$ cat config.mk
export PLATFORM = sky130hd
export DESIGN_NAME = shift_normalizer16_flat
export DESIGN_NICKNAME = d
export VERILOG_FILES = /design/src/rtl/shift_normalizer16_if.sv /design/src/rtl/shift_normalizer16.sv /design/src/flat_wrapper.sv
export SDC_FILE = /design/constraint.sdc
export NUM_CORES = 1
export LEC_CHECK = 0
export ABC_AREA = 1
export BUFFER_PORTS_ARGS = -buffer_cell sky130_fd_sc_hd__buf_2
export CAP_MARGIN = 20
export CORE_ASPECT_RATIO = 0.7
export CORE_MARGIN = 3
export CORE_UTILIZATION = 33
export DETAILED_ROUTE_END_ITERATION = 10
export PLACE_DENSITY = 0.69
export SETUP_SLACK_MARGIN = 0.02
export SLEW_MARGIN = 20
export SYNTH_ARGS = -nofsm -noshare
export SYNTH_HDL_FRONTEND = slang
export SYNTH_SLANG_ARGS = --single-unit
$ cat constraint.sdc
create_clock -name clk -period 1.76 [get_ports clk]
set_clock_uncertainty 0.05 [all_clocks]
set_input_delay 0.088 -clock clk [delete_from_list [all_inputs] [get_ports clk]]
set_output_delay 0.088 -clock clk [all_outputs]
set_load 0.03 [all_outputs]
$ cat src/rtl/shift_normalizer16_if.sv
// Bundle between the left-normalizer, its upstream producer/downstream consumer,
// and the external barrel shifter it drives.
interface shift_normalizer16_if #(
  parameter int WIDTH = 16,
  parameter int CW    = $clog2(WIDTH)
);
  // Handshakes: a word moves on a rising edge where valid && ready are both high.
  // A source holds valid and its data stable until that edge; ready may change freely.
  logic             in_valid;
  logic             in_ready;
  logic [WIDTH-1:0] data_in;
  logic [WIDTH-1:0] sh_a;
  logic [CW-1:0]    sh_n;
  logic [WIDTH-1:0] sh_result;
  logic             out_valid;
  logic             out_ready;
  logic [WIDTH-1:0] norm_out;
  logic [CW-1:0]    shift_cnt;
  logic             zero;

  modport slave (
    input  in_valid, data_in, sh_result, out_ready,
    output in_ready, sh_a, sh_n, out_valid, norm_out, shift_cnt, zero
  );

  modport master (
    output in_valid, data_in, sh_result, out_ready,
    input  in_ready, sh_a, sh_n, out_valid, norm_out, shift_cnt, zero
  );
endinterface

$ cat src/rtl/shift_normalizer16.sv
// Multi-cycle left-normalizer: scans leading zeros one nibble per cycle (MSB first),
// drives an external barrel shifter, and returns the normalized word over valid/ready.
module shift_normalizer16 #(
  parameter int WIDTH = 16
) (
  input  logic                 clk,
  input  logic                 rst_n,
  shift_normalizer16_if.slave  bus,
  output logic [1:0]           dbg_state
);
  localparam int CW  = $clog2(WIDTH);
  localparam int NIB = WIDTH / 4;
  localparam int KW  = (NIB > 1) ? $clog2(NIB) : 1;
  localparam logic [KW-1:0] K_LAST = KW'(NIB - 1);

  typedef enum logic [1:0] {IDLE, SCAN, SHIFT, DONE} state_t;

  state_t           state_q, state_d;
  logic [KW-1:0]    k_q, k_d;
  logic [WIDTH-1:0] sh_a_q, sh_a_d;
  logic [CW-1:0]    sh_n_q, sh_n_d;
  logic             in_ready_q, in_ready_d;
  logic             out_valid_q, out_valid_d;
  logic [WIDTH-1:0] norm_q, norm_d;
  logic [CW-1:0]    shift_cnt_q, shift_cnt_d;
  logic             zero_q, zero_d;

  logic [CW-1:0]    nib_base;
  logic [WIDTH-1:0] scan_word;
  logic [3:0]       nib;
  logic [CW-1:0]    lz_count;

  function automatic logic [1:0] lz4(input logic [3:0] n);
    casez (n)
      4'b1???: lz4 = 2'd0;
      4'b01??: lz4 = 2'd1;
      4'b001?: lz4 = 2'd2;
      default: lz4 = 2'd3;
    endcase
  endfunction

  // Shifting the held word left by 4k brings nibble k to the top, avoiding a variable part-select.
  assign nib_base  = {k_q, 2'b00};
  assign scan_word = sh_a_q << nib_base;
  assign nib       = scan_word[WIDTH-1 -: 4];
  assign lz_count  = nib_base + CW'(lz4(nib));

  always_comb begin
    state_d     = state_q;
    k_d         = k_q;
    sh_a_d      = sh_a_q;
    sh_n_d      = sh_n_q;
    in_ready_d  = in_ready_q;
    out_valid_d = out_valid_q;
    norm_d      = norm_q;
    shift_cnt_d = shift_cnt_q;
    zero_d      = zero_q;
    case (state_q)
      IDLE: begin
        if (bus.in_valid) begin
          sh_a_d     = bus.data_in;
          k_d        = '0;
          in_ready_d = 1'b0;
          state_d    = SCAN;
        end
      end
      SCAN: begin
        if (nib != 4'd0) begin
          sh_n_d  = lz_count;
          state_d = SHIFT;
        end else if (k_q == K_LAST) begin
          // All-zero word: no shift is meaningful, so the shifter inputs are left untouched.
          zero_d      = 1'b1;
          shift_cnt_d = '0;
          norm_d      = '0;
          out_valid_d = 1'b1;
          state_d     = DONE;
        end else begin
          k_d = k_q + KW'(1);
        end
      end
      SHIFT: begin
        norm_d      = bus.sh_result;
        shift_cnt_d = sh_n_q;
        zero_d      = 1'b0;
        out_valid_d = 1'b1;
        state_d     = DONE;
      end
      DONE: begin
        if (bus.out_ready) begin
          out_valid_d = 1'b0;
          in_ready_d  = 1'b1;
          state_d     = IDLE;
        end
      end
      default: state_d = IDLE;
    endcase
  end

  always_ff @(posedge clk or negedge rst_n) begin
    if (!rst_n) begin
      state_q     <= IDLE;
      k_q         <= '0;
      sh_a_q      <= '0;
      sh_n_q      <= '0;
      in_ready_q  <= 1'b1;
      out_valid_q <= 1'b0;
      norm_q      <= '0;
      shift_cnt_q <= '0;
      zero_q      <= 1'b0;
    end else begin
      state_q     <= state_d;
      k_q         <= k_d;
      sh_a_q      <= sh_a_d;
      sh_n_q      <= sh_n_d;
      in_ready_q  <= in_ready_d;
      out_valid_q <= out_valid_d;
      norm_q      <= norm_d;
      shift_cnt_q <= shift_cnt_d;
      zero_q      <= zero_d;
    end
  end

  assign bus.in_ready  = in_ready_q;
  assign bus.sh_a      = sh_a_q;
  assign bus.sh_n      = sh_n_q;
  assign bus.out_valid = out_valid_q;
  assign bus.norm_out  = norm_q;
  assign bus.shift_cnt = shift_cnt_q;
  assign bus.zero      = zero_q;
  assign dbg_state     = state_q;
endmodule

$ cat src/flat_wrapper.sv
// flat-port wrapper written by rule: the top's interface ports become plain ports
module shift_normalizer16_flat 
#(
  parameter int WIDTH = 16
)
  (clk, rst_n, dbg_state, bus_in_valid, bus_data_in, bus_sh_result, bus_out_ready, bus_in_ready, bus_sh_a, bus_sh_n, bus_out_valid, bus_norm_out, bus_shift_cnt, bus_zero);
  shift_normalizer16_if #(.WIDTH(WIDTH)) bus_i ();
  input  logic clk;
  input  logic rst_n;
  output logic [1:0] dbg_state;
  input wire logic [$bits(bus_i.in_valid)-1:0] bus_in_valid;
  input wire logic [$bits(bus_i.data_in)-1:0] bus_data_in;
  input wire logic [$bits(bus_i.sh_result)-1:0] bus_sh_result;
  input wire logic [$bits(bus_i.out_ready)-1:0] bus_out_ready;
  output wire logic [$bits(bus_i.in_ready)-1:0] bus_in_ready;
  output wire logic [$bits(bus_i.sh_a)-1:0] bus_sh_a;
  output wire logic [$bits(bus_i.sh_n)-1:0] bus_sh_n;
  output wire logic [$bits(bus_i.out_valid)-1:0] bus_out_valid;
  output wire logic [$bits(bus_i.norm_out)-1:0] bus_norm_out;
  output wire logic [$bits(bus_i.shift_cnt)-1:0] bus_shift_cnt;
  output wire logic [$bits(bus_i.zero)-1:0] bus_zero;
  assign bus_i.in_valid = bus_in_valid;
  assign bus_i.data_in = bus_data_in;
  assign bus_i.sh_result = bus_sh_result;
  assign bus_i.out_ready = bus_out_ready;
  assign bus_in_ready = bus_i.in_ready;
  assign bus_sh_a = bus_i.sh_a;
  assign bus_sh_n = bus_i.sh_n;
  assign bus_out_valid = bus_i.out_valid;
  assign bus_norm_out = bus_i.norm_out;
  assign bus_shift_cnt = bus_i.shift_cnt;
  assign bus_zero = bus_i.zero;
  shift_normalizer16 #(.WIDTH(WIDTH)) u_core (.clk(clk), .rst_n(rst_n), .bus(bus_i), .dbg_state(dbg_state));
endmodule
* After elaboration in Yosys (flattened, before gate mapping) *
Index checks and enable logic that the tools add are counted.

cells by class
  $add $sub $neg = 2
  multiply operators = 0
  divide/modulo/power cells = 0
  $lt $le $gt $ge = 0
  equal/unequal tests = 12
  shift operators = 1
  mux-type cells = 24
  bitwise logic cells = 0
  reductions and logical operators = 13

operators by type and width
  operator                                             number
  2-to-1 mux 16 bit                                    2
  case mux 16 bit (2 select lines)                     1
  left shift 16 x 4 -> 16 bit                          1
  2-to-1 mux 2 bit                                     7
  AND reduction 3 bit                                  3
  2-to-1 mux 4 bit                                     2
  != test 2 bit, second input constant                 4
  case mux 2 bit (4 select lines)                      1
  case mux 4 bit (2 select lines)                      1
  AND reduction 4 bit                                  2
  equality test 2 bit, second input constant           3
  case mux 2 bit (3 select lines)                      1
  nonzero test 2 bit                                   3
  2-to-1 mux 1 bit                                     5
  adder 4 x 2 -> 4 bit                                 1
  equality test 2 x 1 -> 1 bit, second input constant  2
  case mux 1 bit (2 select lines)                      2
  case mux 2 bit (2 select lines)                      1
  AND reduction 2 bit                                  2
  nonzero test 4 bit                                   1
  equality test 3 x 1 -> 1 bit, second input constant  1
  != test 3 x 1 -> 1 bit, second input constant        1
  case mux 1 bit (3 select lines)                      1
  nonzero test 3 bit                                   1
  3 further kinds                                      3

storage, ports and cells
  bits in registers = 47
  bits in latches = 0
  memory bits (writable) = 0
  bits in read-only memories = 0
  input port bits = 36
  output and inout bits = 45
  word-level logic and storage cells = 61
  memories = 0

* Depth between registers and ports, before layout *
  depth in word-level cells = 4
  mapped depth = 10
  mapped depth without buffers = 10

* Worst setup path after synthesis *
OpenSTA, ideal clock, no wires.

  kind = reg-to-reg
  start = reg u_core.state_q[0], in the netlist u_core.dbg_state[0]
  end = reg u_core.sh_a_q[10], in the netlist u_core.bus.sh_a[10]
  library setup time = 125 ps
  arrival time = 1714 ps
  data required time = 1585 ps
  setup slack = -129 ps
  stages on the path, launching flop included = 6
  buffers on the path = 1
  clock period less this slack = 1889 ps
  cell sequence = dfrtp_1 -> inv_1 -> ha_1 -> nand2_1 -> buf_2 -> mux2_2

between the ends
  word-level cells in the longest chain between the ends = 2

RTL lines
  item                                  RTL line                   text
  start: declaration                    shift_normalizer16.sv:18   state_t state_q, state_d;
  start signal: assignment              shift_normalizer16.sv:112  state_q <= state_d;
  zero test 2 bit                       shift_normalizer16.sv:58   case (state_q)
  AND reduction 2 bit (no source line)  n/a
  end signal: assignment                shift_normalizer16.sv:104  sh_a_q <= '0;
  end signal: assignment                shift_normalizer16.sv:114  sh_a_q <= sh_a_d;
  end: declaration                      shift_normalizer16.sv:20   logic [WIDTH-1:0] sh_a_q, sh_a_d;

No other way between the ends.
A chain may end at the register's enable or synchronous reset.

* Final worst setup path *
  start = reg u_core.k_q[0]
  end = reg u_core.norm_q[6], in the netlist u_core.bus.norm_out[6]

between the ends
  word-level cells in the longest chain between the ends = 4
  elaborated cells on any way between the ends = 6
  those cells by class = eq/ne (3); shift (1); reduce/logical (2)

RTL lines
  item                                      RTL line                   text
  start: declaration                        shift_normalizer16.sv:19   logic [KW-1:0] k_q, k_d;
  start signal: assignment                  shift_normalizer16.sv:113  k_q <= k_d;
  left shift 16 x 4 -> 16 bit               shift_normalizer16.sv:44   assign scan_word = sh_a_q << nib_base;
  nonzero test 4 bit                        shift_normalizer16.sv:68   if (nib != 4'd0) begin
  != test 2 bit (no source line)            n/a
  AND reduction 3 bit (no source line) (*)  n/a
  end signal: assignment                    shift_normalizer16.sv:118  norm_q <= norm_d;
  end: declaration                          shift_normalizer16.sv:24   logic [WIDTH-1:0] norm_q, norm_d;

Every way passes the cells marked *; elsewhere a longest branch is shown, timed or not.

==> results.yml <==
status:
  outcome: "finished clean"
die:
  dieArea_sq_mm: 0.007949
  initial_core_util_pct: 35.27
  row_count: 24
  ioPinCount: 81
  fp.dieW_microns: 105.3
  core_area_sq_mm: 0.006456
  die_h_microns: 75.50
synth:
  synth_xor_area_share_pct: 0
  ys_types: 19
  synth_top_family_by_area: "simple AND/OR/NAND/NOR gates"
  syn_inst: 230
  yosysWarnings: 0
  syn_avg_cell_area_sq_um: 9.901
  muxShareOfSynthArea_pct: 7.912
  syn_area_sq_mm: 0.002277
  synth_fp_nets: 272
  yosys.area_share.simple_pct: 20.93
  synthAdderAreaFrac_pct: 3.297
  synth_seq_area_share_pct: 51.70
  synth_compound_area_share_pct: 10.99
  yosys_register_bits: 47
timing:
  max-slew-margin-rel_pct: 67.08
  rsz0062_at_grt: "true"
  max_freq_mhz: 588.2
  fin_ws_ns: 0.05981
  hold_viol_final: 0
  worstMarginPinSlew_ns: 0.4938
  slew_viol_final: 0
  setup_viol: 0
  fin_crit_sh_pct: 96.60
  fin_tns_setup_ns: 0
  post-route-min-period_ns: 1.700
flow_run:
  maxCapViolCount: 0
setup_path:
  reg2reg_from: "u_core.k_q[0]$_DFFE_PN0P_"
  path_class: "reg -> reg"
  r2r_end: "u_core.bus.norm_out[6]$_DFFE_PN0P_"
  endpoint: "u_core.bus.norm_out[6]$_DFFE_PN0P_"
  rrSetupSlack_ns: 0.06
  crit_path_start: "u_core.k_q[0]$_DFFE_PN0P_"
  start_kind: "flop"
  cp_data_required_time_ns: 1.90
  r2r_cells: 10
  critPathCaptureType: "flop"
  cp.arrival_ns: 1.84
  worstPathMaxFanout: 8
cts:
  clockRootBuffer: "clkbuf_8"
  cts_tree: "done"
  h-tree-depth: 2
  clockBufferDepth: 2
  cts.sinks: 47
  clkTransAtPathRegs_ns: 0.09
  cts_buffers: 5
  clock_latency_ns: 0.29
placed_design:
  post-dp-hpwl_mm: 3.916
  placedInstanceArea_sq_mm: 0.002811
  pre_cts_slack_ns: 0.05458
  io_buffers: 80
  placed_cells: 400
  gp_congestion: 0.7789
power:
  leakage_nw: 1.790
  power-per-cell-area_mw_per_mm2: 2084
  ir_worst_vdd_uv: 812.8
layout:
  fillers: 559
  diodes: 0
  area_delta_synth_final_pct: 55.60
  layout-drive-gt1-share_pct: 53.33
  finalNetCount: 401
  instances_no_fill: 451
  postLayoutCellArea_sq_mm: 0.003543
global_routing:
  antenna_found_initial: 0
  first_global_vias: 1799
  grt_pass1_wl_mm: 8.997
  grt_overflow_total: 0
  grt_max_degree: 43
  global_route.usage.total_pct: 14.26
detailed_routing:
  vias: 2005
  drt-initial-drc-count: 63
  drc: 0
  final_antenna_net_count: 0
  wire_per_inst_microns: 13.50
  wl_mm: 6.090
  vias_per_cell: 4.446
  dr.pass1.iters: 4
hold_path:
  hp-class: "in -> reg"
[flip-flops by register name (all words and copies together) (netlist names)]
register	cells
u_core.k_q	2
u_core.bus.zero	1
u_core.bus.sh_n	4
u_core.bus.norm_out	16
u_core.dbg_state	2
u_core.bus.sh_a	16
u_core.bus.in_ready	1
u_core.bus.out_valid	1
u_core.bus.shift_cnt	4
[per-layer routing]
layer	up-vias	share of wire (%)	global-route usage, %
met1	951	49	20.02
met5	-	0	0
li1	1004	-	-
met3	2	5.0	4.064
met4	0	0.39	3.493
met2	48	46	22.03
[synthesized netlist by cell type (all sizes together)]
| library cell | number | share of area (%) |
|---|---|---|
| inv | 10 | 1.6 |
| nand4 | 1 | 0.27 |
| ha | 6 | 3.3 |
| a21oi | 1 | 0.22 |
| clkbuf | 2 | 0.33 |
| nand3 | 13 | 2.9 |
| dfstp | 1 | 1.2 |
| nand2 | 88 | 16 |
| nor2 | 8 | 1.3 |
| dfrtp | 46 | 51 |
| mux2 | 16 | 7.9 |
| o21ai | 31 | 11 |
| buf | 7 | 3.2 |
[where the power goes]
group | switching [mW] | internal (mW)
sequential | 0.461 | 1.59
combinational | 2.85 | 1.85
clock | 0.359 | 0.273
[per-stage QoR]
step | util (%) | hold WS [ns] | total power, mW
CTS | 49.96 | 0.05061 | 6.401
detailed placement | 43.55 | 0.03681 | 5.693
global placement | 43.55 | 0.03172 | 5.622
finish | 54.88 | 0.06099 | 7.383
floorplan | - | -0.2576 | 4.761
global route | 54.88 | 0.07911 | 7.867
[how the worst min path moves through the flow]
stage                  startpoint                                 end  slack (ns)  cells after the start
detailed placement          rst_n      u_core.bus.sh_a[4]$_DFFE_PN0P_        0.04                      1
global route        bus_out_ready     u_core.bus.in_ready$_DFFE_PN1P_        0.08                      4
global placement            rst_n      u_core.bus.sh_a[4]$_DFFE_PN0P_        0.03                      1
finish              bus_out_ready     u_core.bus.in_ready$_DFFE_PN1P_        0.06                      4
floorplan                   rst_n  u_core.bus.norm_out[0]$_DFFE_PN0P_       -0.26                      0
CTS                 bus_out_ready     u_core.bus.in_ready$_DFFE_PN1P_        0.05                      4
[kinds of logic after synthesis]
logic type               count (synthesis)
multiplexers                            16
adder cells (fa/ha/maj)                  6
buffers and inverters                   19
AO/OA/AOI/OAI                           32
AND/OR/NAND/NOR                        110
flip-flops                              47
[cell type report]
type                       instances  area (sq um)  area share, %
tap                               91         113.9          3.213
sequential                        47          1182          33.37
clock inverter                     3         15.01         0.4237
inverter                          10         37.54          1.059
clock buffer                       5         68.82          1.942
multi-input combinational        164          1144          32.27
timing repair buffer             131         982.2          27.72
[placed cells by master, fill, tap and decap left out, drive strengths merged]
cell type	instances
dlygate4sd3	33
dfrtp	46
a21oi	1
nand4	1
nand2	88
clkinv	3
o21ai	31
nand3	13
mux2	16
buf	95
inv	10
dfstp	1
ha	6
clkbuf	8
nor2	8
[worst max-delay path, stage by stage (launching register included)]
cell and delay (ns):
dfrtp_2 0.44, buf_6 0.15, nand2_2 0.06, nand3_2 0.08, nand2_2 0.08, nand2_2 0.07, o21ai_4 0.23, nand2_8 0.13
clkbuf_16 0.19, nand2_4 0.05, o21ai_2 0.05
[what timing repair did]
item | CTS | global route
endpoints found under the hold margin | 50 | 0
resized for setup | 0 | 48
setup buffers | 0 | 4
hold buffers | 33 | 0
setup endpoints to repair | 0 | 26
No activity file was read; power rests on OpenSTA's default activity.
